### config.mk
export PLATFORM = sky130hd
export DESIGN_NAME = mem_arbiter_flat
export DESIGN_NICKNAME = d
export VERILOG_FILES = /design/src/rtl/memory_types_pkg.sv /design/src/rtl/mem_arbiter_if.sv /design/src/rtl/mem_arbiter.sv /design/src/flat_wrapper.sv
export SDC_FILE = /design/constraint.sdc
export NUM_CORES = 1
export LEC_CHECK = 0
export ABC_AREA = 1
export BUFFER_PORTS_ARGS = -buffer_cell sky130_fd_sc_hd__clkbuf_2
export CAP_MARGIN = 25
export CORE_AREA = 2 2 105 107
export CTS_BUF_LIST = sky130_fd_sc_hd__clkbuf_2 sky130_fd_sc_hd__clkbuf_4 sky130_fd_sc_hd__clkbuf_8
export DETAILED_ROUTE_END_ITERATION = 16
export DIE_AREA = 0 0 107 109
export PLACE_DENSITY_LB_ADDON = 0.2
export SLEW_MARGIN = 15
export SYNTH_ARGS = -nofsm -noshare
export SYNTH_HDL_FRONTEND = slang
export SYNTH_SLANG_ARGS = --single-unit
### constraint.sdc
create_clock -name clk -period 2.72 [get_ports clk]
set_input_delay 0.408 -clock clk [delete_from_list [all_inputs] [get_ports clk]]
set_output_delay 0.408 -clock clk [all_outputs]
set_load 0.005 [all_outputs]
### src/rtl/memory_types_pkg.sv
// Shared types for the memory arbiter slice: RAM status codes, data word and
// arbiter FSM states.
package memory_types_pkg;

  localparam int WORD_W = 32;

  typedef enum logic [1:0] {
    FREE   = 2'd0,
    BUSY   = 2'd1,
    ACCESS = 2'd2,
    ERROR  = 2'd3
  } ramstate_t;

  typedef logic [WORD_W-1:0] word_t;

  typedef enum logic [1:0] {
    IDLE   = 2'd0,
    GNT_I  = 2'd1,
    GNT_DR = 2'd2,
    GNT_DW = 2'd3
  } arb_state_t;

endpackage

### src/rtl/mem_arbiter_if.sv
// Requester and RAM side signals of the memory arbiter. The slave modport is
// the arbiter's view; master is the surrounding processor/RAM environment.
interface mem_arbiter_if #(
  parameter int ADDR_W = 32,
  parameter int DATA_W = 32
) ();
  import memory_types_pkg::*;

  logic              iREN;
  logic [ADDR_W-1:0] iaddr;
  logic [DATA_W-1:0] iload;
  logic              iwait;

  logic              dREN;
  logic              dWEN;
  logic [ADDR_W-1:0] daddr;
  logic [DATA_W-1:0] dstore;
  logic [DATA_W-1:0] dload;
  logic              dwait;

  logic              ramREN;
  logic              ramWEN;
  logic [ADDR_W-1:0] ramaddr;
  logic [DATA_W-1:0] ramstore;
  logic [DATA_W-1:0] ramload;
  ramstate_t         ramstate;
  logic              ram_err;

  modport slave (
    input  iREN, iaddr, dREN, dWEN, daddr, dstore, ramload, ramstate,
    output iload, iwait, dload, dwait, ramREN, ramWEN, ramaddr, ramstore, ram_err
  );

  modport master (
    output iREN, iaddr, dREN, dWEN, daddr, dstore, ramload, ramstate,
    input  iload, iwait, dload, dwait, ramREN, ramWEN, ramaddr, ramstore, ram_err
  );

endinterface

### src/rtl/mem_arbiter.sv
// Single-port RAM arbiter between instruction fetch and data access. Data wins
// arbitration unless instruction fetch has been passed over MAX_DSTREAK times.
module mem_arbiter
  import memory_types_pkg::*;
#(
  parameter int ADDR_W      = 32,
  parameter int DATA_W      = 32,
  parameter int MAX_DSTREAK = 4
) (
  input logic           clk,
  input logic           n_rst,
  mem_arbiter_if.slave  bus
);

  localparam logic [3:0] MAX_S = 4'(MAX_DSTREAK);

  arb_state_t state;
  logic [3:0] streak;
  logic       err_q;
  logic       owner_en;
  logic       done;
  logic       err_now;

  // Owner's live enable; dropping it mid-grant aborts the transaction.
  always_comb begin
    // NOTE: every always_comb output gets a default first so no path can infer a latch.
    owner_en = 1'b0;
    case (state)
      GNT_I:   owner_en = bus.iREN;
      GNT_DR:  owner_en = bus.dREN;
      GNT_DW:  owner_en = bus.dWEN;
      default: owner_en = 1'b0;
    endcase
  end

  assign done    = owner_en && (bus.ramstate == ACCESS);
  assign err_now = (state != IDLE) && (bus.ramstate == ERROR);

  always_ff @(posedge clk or negedge n_rst) begin
    // NOTE: sequential state uses non-blocking assignments only, so every register samples pre-edge values.
    if (!n_rst) begin
      state  <= IDLE;
      streak <= '0;
      err_q  <= 1'b0;
    end else begin
      if (err_now) err_q <= 1'b1;

      case (state)
        IDLE: begin
          if (bus.iREN && streak == MAX_S) begin
            state  <= GNT_I;
            streak <= '0;
          end else if (bus.dWEN) begin
            state  <= GNT_DW;
            streak <= (streak == MAX_S) ? streak : streak + 4'd1;
          end else if (bus.dREN) begin
            state  <= GNT_DR;
            streak <= (streak == MAX_S) ? streak : streak + 4'd1;
          end else if (bus.iREN) begin
            state  <= GNT_I;
            streak <= '0;
          end
        end
        default: begin
          // Completion and abort both return through a single IDLE bubble.
          if (!owner_en || done) state <= IDLE;
        end
      endcase

      // Streak only counts while instruction fetch is actually waiting.
      if (!bus.iREN) streak <= '0;
    end
  end

  always_comb begin
    bus.ramREN   = 1'b0;
    bus.ramWEN   = 1'b0;
    bus.ramaddr  = {ADDR_W{1'b0}};
    bus.ramstore = {DATA_W{1'b0}};
    case (state)
      GNT_I: begin
        bus.ramREN  = bus.iREN;
        bus.ramaddr = bus.iaddr;
      end
      GNT_DR: begin
        bus.ramREN  = bus.dREN;
        bus.ramaddr = bus.daddr;
      end
      GNT_DW: begin
        bus.ramWEN   = bus.dWEN;
        bus.ramaddr  = bus.daddr;
        bus.ramstore = bus.dstore;
      end
      default: ;
    endcase
  end

  assign bus.iwait   = !((state == GNT_I) && done);
  assign bus.dwait   = !(((state == GNT_DR) || (state == GNT_DW)) && done);
  assign bus.iload   = bus.ramload;
  assign bus.dload   = bus.ramload;
  // Error is flagged in the very cycle it is first seen, then held.
  assign bus.ram_err = err_q || err_now;

endmodule

### src/flat_wrapper.sv
// flat-port wrapper written by rule: the top's interface ports become plain ports
module mem_arbiter_flat import memory_types_pkg::*;
#(
  parameter int ADDR_W      = 32,
  parameter int DATA_W      = 32,
  parameter int MAX_DSTREAK = 4
)
  (clk, n_rst, bus_iREN, bus_iaddr, bus_dREN, bus_dWEN, bus_daddr, bus_dstore, bus_ramload, bus_ramstate, bus_iload, bus_iwait, bus_dload, bus_dwait, bus_ramREN, bus_ramWEN, bus_ramaddr, bus_ramstore, bus_ram_err);
  mem_arbiter_if #(.ADDR_W(ADDR_W), .DATA_W(DATA_W)) bus_i ();
  input logic clk;
  input logic n_rst;
  input wire logic [$bits(bus_i.iREN)-1:0] bus_iREN;
  input wire logic [$bits(bus_i.iaddr)-1:0] bus_iaddr;
  input wire logic [$bits(bus_i.dREN)-1:0] bus_dREN;
  input wire logic [$bits(bus_i.dWEN)-1:0] bus_dWEN;
  input wire logic [$bits(bus_i.daddr)-1:0] bus_daddr;
  input wire logic [$bits(bus_i.dstore)-1:0] bus_dstore;
  input wire logic [$bits(bus_i.ramload)-1:0] bus_ramload;
  input wire logic [$bits(bus_i.ramstate)-1:0] bus_ramstate;
  output wire logic [$bits(bus_i.iload)-1:0] bus_iload;
  output wire logic [$bits(bus_i.iwait)-1:0] bus_iwait;
  output wire logic [$bits(bus_i.dload)-1:0] bus_dload;
  output wire logic [$bits(bus_i.dwait)-1:0] bus_dwait;
  output wire logic [$bits(bus_i.ramREN)-1:0] bus_ramREN;
  output wire logic [$bits(bus_i.ramWEN)-1:0] bus_ramWEN;
  output wire logic [$bits(bus_i.ramaddr)-1:0] bus_ramaddr;
  output wire logic [$bits(bus_i.ramstore)-1:0] bus_ramstore;
  output wire logic [$bits(bus_i.ram_err)-1:0] bus_ram_err;
  assign bus_i.iREN = bus_iREN;
  assign bus_i.iaddr = bus_iaddr;
  assign bus_i.dREN = bus_dREN;
  assign bus_i.dWEN = bus_dWEN;
  assign bus_i.daddr = bus_daddr;
  assign bus_i.dstore = bus_dstore;
  assign bus_i.ramload = bus_ramload;
  assign bus_i.ramstate = bus_ramstate;
  assign bus_iload = bus_i.iload;
  assign bus_iwait = bus_i.iwait;
  assign bus_dload = bus_i.dload;
  assign bus_dwait = bus_i.dwait;
  assign bus_ramREN = bus_i.ramREN;
  assign bus_ramWEN = bus_i.ramWEN;
  assign bus_ramaddr = bus_i.ramaddr;
  assign bus_ramstore = bus_i.ramstore;
  assign bus_ram_err = bus_i.ram_err;
  mem_arbiter #(.ADDR_W(ADDR_W), .DATA_W(DATA_W), .MAX_DSTREAK(MAX_DSTREAK)) u_core (.clk(clk), .n_rst(n_rst), .bus(bus_i));
endmodule
==> results of run 1 <==
-- registers in the layout, summed over array words and instances (netlist names) --
register and cells:
u_core.streak 4, u_core.state 2, u_core.err_q 1
-- how the worst max path moves through the flow --
stage | from | to
6_report | u_core.state[0] | bus_ramaddr[15]
5_1_grt | u_core.state[0] | bus_ramaddr[14]
4_1_cts | u_core.state[0] | bus_ramaddr[14]
3_5_place_dp | u_core.state[0] | bus_ramaddr[14]
3_3_place_gp | u_core.state[0] | bus_ramaddr[6]
2_1_floorplan | u_core.state[0] | bus_ramaddr[0]
-- cells in the final DEF (no fill, tap or decap) --
cell type / instances
nor2_1: 2
xor2_1: 1
or2_2: 1
nand2_1: 111
o22ai_1: 2
nand3_1: 7
a21boi_0: 1
buf_4: 3
clkbuf_2: 171
a21oi_1: 35
clkbuf_4: 1
buf_6: 1
clkbuf_8: 3
inv_1: 44
ha_1: 6
a31o_2: 2
o21ai_0: 1
dfrtp_1: 7
nand4_1: 4
-- stage by stage --
step                      utilization, %  hold slack, ps
final                              21.18           20.26
after global routing               21.18           27.62
after CTS                          21.18           18.68
after detailed placement           20.72           262.5
after floorplan                        -           112.4
after global placement             20.62           258.8
-- what timing repair did --
action	in CTS	in global routing
hold buffers	0	0
endpoints found under the setup margin	0	5
resized for setup	0	1
hold endpoints to repair	0	0
setup buffers	0	0
-- cell usage after synthesis, drive strengths merged --
master and number:
nand2 111, buf 72, inv 44, a21oi 35, clkbuf 8, dfrtp 7
nand3 7, ha 6, nand4 4, a31o 2, nor2 2, o22ai 2
a21boi 1, o21ai 1, or2 1, xor2 1
-- power breakdown --
part,total (W),internal [W],switching (W)
sequential,0.000156,0.000130,0.0000262
clock,0.000154,0.000111,0.0000427
combinational,0.00121,0.000485,0.000727
total,0.00152,0.000726,0.000796
-- critical path, stage by stage (launching register included) --
cell	delay, ps
dfrtp_1	380
inv_1	80
ha_1	210
or2_2	460
buf_6	230
nand2_1	70
a21oi_1	60
clkbuf_2	120
-- cell families (layout without fill, tap and decap cells) --
logic type / count (synthesis) / count (layout) / share of synthesized area [%]
XOR/XNOR: 1 / 1 / 0.5129
adder cells (fa/ha/maj): 6 / 6 / 4.395
flip-flops: 7 / 7 / 10.26
buffers and inverters: 124 / 223 / 43.37
AO/OA/AOI/OAI: 41 / 41 / 12.75
AND/OR/NAND/NOR: 125 / 125 / 28.72
-- area by class of cell --
cell class / instances / area, sq um
Fill cell: 1241 / 8357
Timing Repair Buffer: 175 / 889.6
Multi-Input combinational cell: 173 / 792.0
Sequential cell: 7 / 175.2
Tap cell: 140 / 175.2
Inverter: 44 / 165.2
Clock buffer: 4 / 48.80
-- layer usage --
layer  part of all wire [%]  routed length, um  up-vias
met1                     38               2150      854
met3                    6.6                374       11
li1                       -                  -     1048
met5                      0                  0        -
met2                     54               3049       83
met4                    1.3                 72        0
==> flow_summary.toml, run 1 <==
[outcome]
status = "completed"

[routing]
num_vias = 1996
ant_nets = 0
drt_iter0_markers = 72
routed_wl_um = 5646
drt-wirelength-per-cell_um = 10.40
first_pass_iters = 4
drc_errors = 0
via_per_inst = 3.676

[setup_path]
worst_setup_path_end_kind = "output pin"
regToRegSetupSlack_ps = 1240
worst_ep_arrival_time_ps = 1840
cp_max_fo = 20
worstRegToRegCells = 8
r2r_end = "u_core.state[0]"
required_ps = 2310
path_class = "flop to output pin"
rr_startpoint = "u_core.state[0]"
startpoint_type = "flop"

[run]
drv_cap = 0

[synth]
ys_top_cells_by_area = "buf_4 (28%), nand2_1 (24%), a21oi_1 (10%)"
yosysUniqueCellTypes = 18
synthCells = 304
syn_nets = 445
yosysSeqAreaShare_pct = 10.26
yosysWarnings = 0
ys_seq_elements = 7
post-synth-top-area-cell = "buf_4"
synth.top_cell.area_share_pct = 28.13
avgSynthCellArea_sq_um = 5.618
syn-cell-area_sq_um = 1708

[cells_and_area]
nets = 545
drive_above_1_share_pct = 45.16
fin_cells = 543
synthToLayoutAreaGrowth_pct = 31.50
stdcell_area_sq_um = 2246
antenna_cells = 0

[timing]
layout_setup_ws_ps = 471.3
period_needed_ps = 2249
fin_tns_setup_ps = 0
period_share_pct = 82.67
max_freq_ghz = 0.4447
final_hold_viol_count = 0
worstMarginPinSlew_ps = 428.8
setup_viol = 0
relSlewSlack_pct = 71.42
clock_skew_ps = 4.273
drv_slew = 0
rsz0062_at_grt = "no"

[floorplanning]
die_h_um = 109
num_io_pins = 268
initial_utilization_pct = 16.11
rows = 38
die_x_um = 107
core_sq_um = 10600
dieArea_sq_um = 11660

[grt]
grt_overflow = 0
use_met2_pct = 15.97
grt_pass1_wl_um = 7831
grt-busiest-layer = "met2"
use_met1_pct = 9.019
grtUsageMet3_pct = 1.614
antenna_found_initial = 0
grt_usage_pct = 8.258
grt_start_max_net_pins = 34
grt_pass1_vias = 1677

[placed_design]
io_buffers = 171
place_inst = 539
dp.final_hpwl_um = 4835
place_congestion = 0.6803
place_area_sq_um = 2197
pre_cts_slack_ps = 461.0

[clock_network]
numCtsBuffers = 3
cts_root_buf = "clkbuf_8"
clk_latency_ps = 220
cts_tree = "done"
clkTransAtPathRegs_ps = 40
cts.path.max_buffers = 2
h-tree-depth = 1
cts_sinks = 7

[power_and_ir_drop]
p_total_w = 0.001522
max-vdd-ir-drop_uv = 325.8
p_leak_nw = 1.506
p_per_area_nw_per_um2 = 677.8

[min_path]
hold_class = "input pin to asynchronous set/reset pin"
Power figures use the tool's default switching activity.
==> inputs of run 2 (changes only) <==
Clock period 2.72 ns to 2.3 ns, I/O delays scaled along.
==> run 2 against run 1 <==
  * Worst hold slack gained 380 ps
  * Final area grew 0.28%
  * Global-route usage grew 0.14 points
  * First-iteration DRC count shrank 9.7%
  * Clock skew shrank 1.4 ps
  * Utilization grew 0.059 points
  * Sequential cell count is the same
  * Count of clock-buffer cells in the layout is the same
  * Critical path type unchanged
  * Critical endpoint is now bus_ramaddr[6]
==> flow_summary.toml, run 2 (synthesized netlist as in run 1, its figures left out) <==
[grt]
antenna_found_initial = 0
grt_start_max_net_pins = 34
grt_pass1_vias = 1687
grt_overflow = 0
grt_usage_pct = 8.396
grt_pass1_wl_um = 7983

[floorplanning]
core_sq_um = 10600
initial_utilization_pct = 16.11
die_h_um = 109
num_io_pins = 268
dieArea_sq_um = 11660
die_x_um = 107
rows = 38

[clock_network]
cts_resized = 0
cts_root_buf = "clkbuf_8"
h-tree-depth = 1
numCtsBuffers = 3
cts_tree = "done"
cts_sinks = 7
cts.path.max_buffers = 2
clkTransAtPathRegs_ps = 40
clk_latency_ps = 230

[min_path]
hold_depth = 2
hold_end = "u_core.err_q"
hold_class = "input pin to flop"
worstHoldStart = "bus_ramstate[1]"

[routing]
first_pass_iters = 4
ant_nets = 0
via_per_inst = 3.700
drt_iter0_markers = 65
routed_wl_um = 5626
num_vias = 2013
drc_errors = 0
drt-wirelength-per-cell_um = 10.34

[cells_and_area]
nets = 546
antenna_cells = 0
synthToLayoutAreaGrowth_pct = 31.87
largest_registers = "u_core.streak: 4 flops, u_core.state: 2 flops, u_core.err_q: 1 flops"
mostFrequentLayoutCell = "clkbuf_2"
drive_above_1_share_pct = 44.80
fin_cells = 544
stdcell_area_sq_um = 2252
largest_reg_flops = 4
layout_common_cells = "clkbuf_2 (171), nand2_1 (111), inv_1 (44)"
n_fill_cell = 1272
top_register = "u_core.streak"

[placed_design]
place_congestion = 0.6896
pre_cts_slack_ps = 403.5
dp.final_hpwl_um = 4726
place_area_sq_um = 2193
io_buffers = 171
place_inst = 539

[power_and_ir_drop]
max-vdd-ir-drop_uv = 492.9
p_per_area_nw_per_um2 = 791.1
p_leak_nw = 1.509

[outcome]
status = "completed"

[timing]
setup_viol = 0
rsz0062_at_grt = "no"
max_freq_ghz = 0.4803
clock_skew_ps = 2.915
layout_setup_ws_ps = 218.1
whs_ps = 400.1
drv_slew = 0
period_share_pct = 90.52
relSlewSlack_pct = 76.59
worstMarginPinSlew_ps = 351.1
fin_tns_setup_ps = 0
final_hold_viol_count = 0
period_needed_ps = 2082

[setup_path]
r2r_end = "u_core.streak[2]"
rr_startpoint = "u_core.state[0]"
worst_ep_arrival_time_ps = 1740
worst_setup_path_end_kind = "output pin"
required_ps = 1960
startpoint_type = "flop"
cp_max_fo = 33
regToRegSetupSlack_ps = 940
worstRegToRegCells = 6
path_class = "flop to output pin"

[run]
drv_cap = 0
-- run 2: cell type report --
class,count,area [sq um],area share [%]
Clock buffer,4,48.80,2.167
Inverter,44,165.2,7.333
Multi-Input combinational cell,173,792.0,35.17
Sequential cell,7,175.2,7.778
Tap cell,140,175.2,7.778
Timing Repair Buffer,176,895.9,39.78
-- run 2: through the flow --
stage	utilization (%)	power (W)
after floorplan	-	0.001185
after global routing	21.24	0.002018
after detailed placement	20.69	0.001640
after global placement	20.69	0.001641
after CTS	21.24	0.001830
final	21.24	0.001782
-- run 2: worst max-delay path by stage --
| stage | start | endpoint | slack [ps] | depth (start not counted) |
|---|---|---|---|---|
| after floorplan | u_core.state[0] | bus_ramaddr[0] | 650 | 7 |
| after global placement | u_core.state[0] | bus_ramaddr[1] | 430 | 7 |
| after detailed placement | u_core.state[0] | bus_ramaddr[6] | 400 | 7 |
| after CTS | u_core.state[0] | bus_ramaddr[6] | 160 | 7 |
| after global routing | u_core.state[0] | bus_ramaddr[1] | 40 | 7 |
| final | u_core.state[0] | bus_ramaddr[6] | 220 | 7 |
-- run 2: layer usage --
| metal | wire (um) | up-vias | global-route usage, % |
|---|---|---|---|
| met1 | 2076 | 868 | 9.271 |
| met5 | 0 | - | 0 |
| met2 | 3101 | 81 | 15.92 |
| met3 | 366 | 13 | 1.793 |
| met4 | 82 | 0 | 2.783 |
| li1 | - | 1051 | - |
-- run 2: what timing repair did --
| item | in CTS | in global routing |
|---|---|---|
| hold buffers | 1 | 0 |
| buffers inserted | 0 | 0 |
| endpoints found under the hold margin | 7 | 0 |
-- run 2: critical path: stages (launching register included) --
cell,delay (ps)
dfrtp_1,400
inv_1,90
ha_1,160
or2_1,90
buf_4,310
nand2_1,90
a21oi_1,200
clkbuf_2,150
-- run 2: report_power, final --
group / internal [W] / leakage, nW / switching (W)
combinational: 0.000563 / 1.39 / 0.000848
sequential: 0.000154 / 0.0886 / 0.0000312
clock: 0.000132 / 0.0262 / 0.0000537
